===== src/rtl/sipo_frame_receiver.sv =====
// sipo_frame_receiver
//
// Receiving end of a single-bit serial link. The line is sampled once per
// clock. A frame is: start bit (1), WIDTH data bits MSB first, an optional
// even-parity bit, and a stop bit (0). A completed good word is presented on
// a valid/ready parallel interface.
//
// Configuration macro: SIPO_RX_PARITY_EN
//   defined   -> a parity bit follows the data bits and parity_err is driven
//   undefined -> no parity bit, parity_err is tied to 0
//
// Ports:
//   clk         rising-edge clock, one serial bit per cycle
//   rst         synchronous active-high reset
//   sin         serial line, idles at 0
//   dout        received word, MSB = first data bit received
//   dout_valid  dout holds an unconsumed word
//   dout_ready  consumer accepts dout this cycle
//   frame_err   one-cycle pulse: stop bit was 1
//   parity_err  one-cycle pulse: parity mismatch
//   overrun     one-cycle pulse: good word dropped, output register full
module sipo_frame_receiver #(
  parameter int WIDTH = 8
) (
  input  logic             clk,
  input  logic             rst,
  input  logic             sin,
  output logic [WIDTH-1:0] dout,
  output logic             dout_valid,
  input  logic             dout_ready,
  output logic             frame_err,
  output logic             parity_err,
  output logic             overrun
);

  // One extra bit so the counter can hold WIDTH itself without wrapping.
  localparam int CW = $clog2(WIDTH) + 1;

`ifdef SIPO_RX_PARITY_EN
  typedef enum logic [1:0] {IDLE, DATA, PARITY, STOP} state_t;
`else
  typedef enum logic [1:0] {IDLE, DATA, STOP} state_t;
`endif

  state_t           state;
  state_t           next_state;
  logic [WIDTH-1:0] shreg;
  logic [CW-1:0]    cnt;
  logic             last_bit;
  logic             par_fail;

  assign last_bit = (cnt == CW'(WIDTH - 1));

  // State register.
  always_ff @(posedge clk) begin
    if (rst) begin
      state <= IDLE;
    end else begin
      state <= next_state;
    end
  end

  // Next-state logic. STOP always returns to IDLE so a start bit in the very
  // next cycle begins a new frame with no gap.
  always_comb begin
    next_state = state;
    case (state)
      IDLE: begin
        if (sin) begin
          next_state = DATA;
        end
      end
      DATA: begin
        if (last_bit) begin
`ifdef SIPO_RX_PARITY_EN
          next_state = PARITY;
`else
          next_state = STOP;
`endif
        end
      end
`ifdef SIPO_RX_PARITY_EN
      PARITY: next_state = STOP;
`endif
      STOP:    next_state = IDLE;
      default: next_state = IDLE;
    endcase
  end

  // Shift register and bit counter.
  always_ff @(posedge clk) begin
    if (rst) begin
      shreg <= '0;
      cnt   <= '0;
    end else begin
      case (state)
        IDLE: begin
          if (sin) begin
            cnt <= '0;
          end
        end
        DATA: begin
          shreg <= {shreg[WIDTH-2:0], sin};
          cnt   <= cnt + CW'(1);
        end
        default: ;
      endcase
    end
  end

`ifdef SIPO_RX_PARITY_EN
  // By the PARITY cycle the shift register holds the complete word, so its
  // reduction XOR is the expected even-parity bit. The result is held until
  // the stop bit arrives in the next cycle.
  logic par_bad;

  always_ff @(posedge clk) begin
    if (rst) begin
      par_bad <= 1'b0;
    end else if (state == PARITY) begin
      par_bad <= sin ^ (^shreg);
    end
  end

  assign par_fail = par_bad;
`else
  assign par_fail   = 1'b0;
  assign parity_err = 1'b0;
`endif

  // Output register, handshake and completion pulses. A transfer clears
  // dout_valid unless a good word is loaded in the same cycle, in which case
  // the load wins and dout_valid stays set.
  always_ff @(posedge clk) begin
    if (rst) begin
      dout       <= '0;
      dout_valid <= 1'b0;
      frame_err  <= 1'b0;
      overrun    <= 1'b0;
`ifdef SIPO_RX_PARITY_EN
      parity_err <= 1'b0;
`endif
    end else begin
      frame_err <= 1'b0;
      overrun   <= 1'b0;
`ifdef SIPO_RX_PARITY_EN
      parity_err <= 1'b0;
`endif
      if (dout_valid && dout_ready) begin
        dout_valid <= 1'b0;
      end
      if (state == STOP) begin
        if (sin) begin
          frame_err <= 1'b1;
        end
`ifdef SIPO_RX_PARITY_EN
        if (par_fail) begin
          parity_err <= 1'b1;
        end
`endif
        if (!sin && !par_fail) begin
          if (!dout_valid || dout_ready) begin
            dout       <= shreg;
            dout_valid <= 1'b1;
          end else begin
            overrun <= 1'b1;
          end
        end
      end
    end
  end

endmodule


===== config.mk =====
export PLATFORM = sky130hd
export DESIGN_NAME = sipo_frame_receiver
export DESIGN_NICKNAME = d
export VERILOG_FILES = /design/src/rtl/sipo_frame_receiver.sv
export SDC_FILE = /design/constraint.sdc
export NUM_CORES = 1
export LEC_CHECK = 0
export CAP_MARGIN = 30
export CORE_ASPECT_RATIO = 1.1
export CORE_MARGIN = 2
export CORE_UTILIZATION = 50
export CTS_CLUSTER_SIZE = 8
export DETAILED_ROUTE_END_ITERATION = 10
export PLACE_DENSITY = 0.8
export SYNTH_ARGS = -nofsm -noshare
export SYNTH_HDL_FRONTEND = slang
export SYNTH_SLANG_ARGS = --single-unit

===== constraint.sdc =====
create_clock -name clk -period 1.5 [get_ports clk]
set_input_delay 0.225 -clock clk [delete_from_list [all_inputs] [get_ports clk]]
set_output_delay 0.225 -clock clk [all_outputs]
set_load 0.1 [all_outputs]

Word level (Yosys, flattened, before mapping) --
Index checks and enable logic that the tools add are counted.
Word-level totals: flip-flop bits (word level) 25, bits in latches 0, bits in writable memories 0, bits in read-only memories 0, logic and storage cells 36, memories kept 0
Operators by class: add/subtract/negate cells 1, multiply operators 0, div/mod/pow operators 0, magnitude comparators 0, eq/ne operators 5, shift operators 0, multiplexer cells 11, bitwise operators 2, reduce and logical (&&, ||, !) cells 10
Operators with widths (number):
- one-hot mux 4 bit (2 select lines) | 1
- two-way mux 1 bit | 6
- adder 4 x 1 -> 4 bit, second input constant | 1
- equality test 4 x 3 -> 1 bit, second input constant | 1
- two-way mux 2 bit | 2
- two-way mux 4 bit | 1
- inequality test 2 bit, second input constant | 2
- one-hot mux 2 bit (2 select lines) | 1
- AND reduction 2 bit | 2
- AND reduction 3 bit | 1
- OR reduction 3 bit | 1
- equality test 2 x 1 -> 1 bit, second input constant | 1
- equality test 2 bit, second input constant | 1
- zero test 2 bit | 1
- NOT 1 bit | 2
- nonzero test 2 bit | 1
- OR reduction 2 bit | 1
- logical AND 1 bit | 1
- zero test 1 bit | 1
- logical OR 1 bit | 1

Depth between registers and ports, before layout --
depth in word-level cells 5, depth in mapped cells 5, mapped depth without buffers 4

Worst setup path after synthesis --
Ideal clock, no wire load.
path kind register -> register, from register dout_valid, to register dout[0], setup time 0.121 ns, arrival 1.511 ns, data required time 1.379 ns, path slack -0.132 ns, stages on the path, launching flop included 5, cell sequence dfxtp_1 -> nand2b_1 -> nor2b_4 -> buf_8 -> mux2i_1
Between the ends: cells in the longest elaborated chain, start to end 3
RTL lines:
- from (decl) | line 29 | output logic dout_valid,
- from (signal assigned) | line 137 | dout_valid <= 1'b0;
- from (signal assigned) | line 150 | dout_valid <= 1'b0;
- from (signal assigned) | line 164 | dout_valid <= 1'b1;
- zero test 1 bit | line 162 | if (!dout_valid || dout_ready) begin
- logical OR 1 bit | line 162
- AND reduction 3 bit (no source line)
- to (signal assigned) | line 163 | dout <= shreg;
- to (decl) | line 28 | output logic [WIDTH-1:0] dout,
Every way passes these cells. A chain may end at the register's enable or synchronous reset.

Worst setup path in the final report --
from register state[1], to register dout[3]
Between the ends: cells in the longest elaborated chain, start to end 2
RTL lines:
- from (decl) | line 45 | state_t state;
- from (signal assigned) | line 59 | state <= next_state;
- equality test 2 bit | line 152 | if (state == STOP) begin
- AND reduction 3 bit (no source line)
Every way passes these cells.

==> reports/metrics.cfg <==
[run_status]
status=finished clean

[clocking]
cts-root-buf=clkbuf_4
cts_sinks=25
clock_path_buffers=2
path_clk_slew_ps=120
cts_resized=0
hold_buffers=0
htreeDepth=1
cts_tree=done
clk_latency_ps=310
post-cts-setup-buffers=0
cts_buffers=3

[finish]
final_cell_mix=dfxtp_1 (24), nand2_1 (21), nand2b_1 (18)
finalInstanceArea_sq_mm=0.001355
drive_above_1_share_pct=20.31
fin_cells=156
antennaDiodeCount=0
nNetsFinal=134
areaGrowthSynthToFinish_pct=32.40
final_common_cell=dfxtp_1

[worst_setup_path]
path_cells=or3b_4 > nor2b_4 > buf_12 > mux2i_1
worstSetupStartpointType=register
max_stage_delay_ps=430
crit_path_start=state[1]
critPathKind=reg -> reg
crit_fanout=8
worstReg2RegStart=state[1]
cp.arrival_ps=1630
cpMaxStageDelayCell=dfxtp_1
end_kind=register
cp_data_required_time_ps=1740

[global_route]
antenna_found_initial=0
grt_pass1_wl_um=3029
grt_pass1_vias=730
grt_max_degree=16
grt_overflow_total=0
grt_use_total_pct=17.19

[sta]
max_freq_mhz=722.3
drv_slew=0
tns_ps=0
skew_ps=3.230
period_share_pct=92.30
fin_crit_ps=1384
rsz0062_at_grt=false
final_hold_viol_count=0
setup_viol=0

[place]
placed_cells=152
post_dp_cell_area_sq_mm=0.001329
dp_hpwl_um=1312
io_buffers=14
place_congestion=0.7629

[floorplan]
fp.dieW_um=47.14
dieArea_sq_mm=0.002425
fp-row-count=17
coreArea_sq_mm=0.001978
ios=16
initial_core_util_pct=51.74
dieHeight_um=51.45

[power_and_ir_drop]
worst_ir_drop_vdd_v=0.0005633
leakage_uw=0.0004722
power_density_mw_per_mm2=767.9

[synth]
synth_top_area_share_pct=48.90
synth.area.top_cells=dfxtp_1 (49%), nand2b_1 (11%), mux2i_1 (8.8%), nand2_1 (7.7%), a21oi_1 (4.9%)
synth_area_sq_mm=0.001023
synth_cell_type_count=26
yosysSeqAreaShare_pct=48.90
synthesis.instances=110
avgSynthCellArea_sq_um=9.304
syn-num-nets=115
yosysWarningCount=0
yosys.area.top_type=dfxtp_1
ys_ff_latch=25

[worst_hold_path]
holdCritPathClass=reg -> reg
min_from=shreg[7]

[drt]
drt_first_pass_iters=4
ant_nets=0
remaining_drc_errors=0
vias_per_cell=4.987
drt-initial-drc-count=6
wl_um=1700
vias=778
wl_per_cell_um=10.90

[flow_run]
maxCapViolCount=0

## synth_stat cells
cell and number:
nand2_1 21, and4bb_2 1, nor3_1 1, buf_2 1
or3b_4 1, o21bai_1 1, nand3_1 2, conb_1 1
nor4_1 1, dfxtp_1 25, o32a_1 1, nor2b_1 1
a22oi_1 1, buf_4 1, ha_1 1, mux2i_1 9
nor2b_4 1, nand2b_1 18, a31oi_1 1, clkbuf_1 4
buf_8 1, buf_6 1, nor2_1 3, a211oi_1 1
a21oi_1 10, or3_1 1
## stage by stage
stage | hold WS (ps) | worst slack, ps | util [%] | total power (uW)
final | 471.8 | 115.5 | 68.50 | 1041
after global routing | 510.9 | 22.32 | 68.50 | 1084
after CTS | 474.5 | 102.6 | 68.50 | 1053
after detailed placement | 456.7 | -157.7 | 67.17 | 770.8
after global placement | 445.7 | -76.67 | 67.17 | 768.8
after floorplan | 361.0 | 206.0 | - | 747.4
## registers in the layout, indices dropped and copies added (netlist names)
register and count:
state 2, cnt 4, dout_valid 1, overrun 1
shreg 8, frame_err 1, dout 8
## routing by layer
metal / share of wire (%) / up-vias / track usage (%)
li1: - / 399 / -
met1: 43 / 362 / 21.41
met2: 52 / 13 / 28.77
met3: 3.2 / 4 / 3.534
met4: 1.3 / 0 / 5.556
met5: 0 / - / 0
## logic make-up after synthesis
| family | after synthesis | share of synthesized area [%] |
|---|---|---|
| flip-flops | 25 | 48.90 |
| adder cells (fa/ha/maj) | 1 | 1.222 |
| AO/OA/AOI/OAI | 15 | 8.681 |
| other | 1 | 0.3664 |
| buffers and inverters | 8 | 5.256 |
| multiplexers | 9 | 8.802 |
| AND/OR/NAND/NOR | 51 | 26.77 |
## where the power goes
group | internal (uW) | total, uW | switching [uW]
Clock | 104 | 284 | 181
Sequential | 671 | 676 | 5.08
Combinational | 34.0 | 80.0 | 45.9
Total | 809 | 1040 | 232
## critical path: cells and delay by family, from the launching register on
family | cells | cell delay [ps]
buffers and inverters | 1 | 140
flip-flops | 1 | 430
multiplexers | 1 | 190
AND/OR/NAND/NOR | 2 | 560
## worst paths after layout
kind	endpoint	slack, ps	cells past startpoint
worst min-delay path	shreg[7]	470	2
worst min register to register	shreg[7]	470	2
worst max register to register	dout[3]	120	4
worst max-delay path	dout[3]	120	4
## cell type report
| class | count | area, sq um |
|---|---|---|
| flip-flops and latches | 25 | 501.7 |
| clock buffers | 4 | 26.28 |
| multi-input cells | 77 | 469.2 |
| well taps | 28 | 35.03 |
| fillers | 154 | 623.1 |
| repair buffers | 22 | 322.8 |
(Power assumes the default switching activity.)
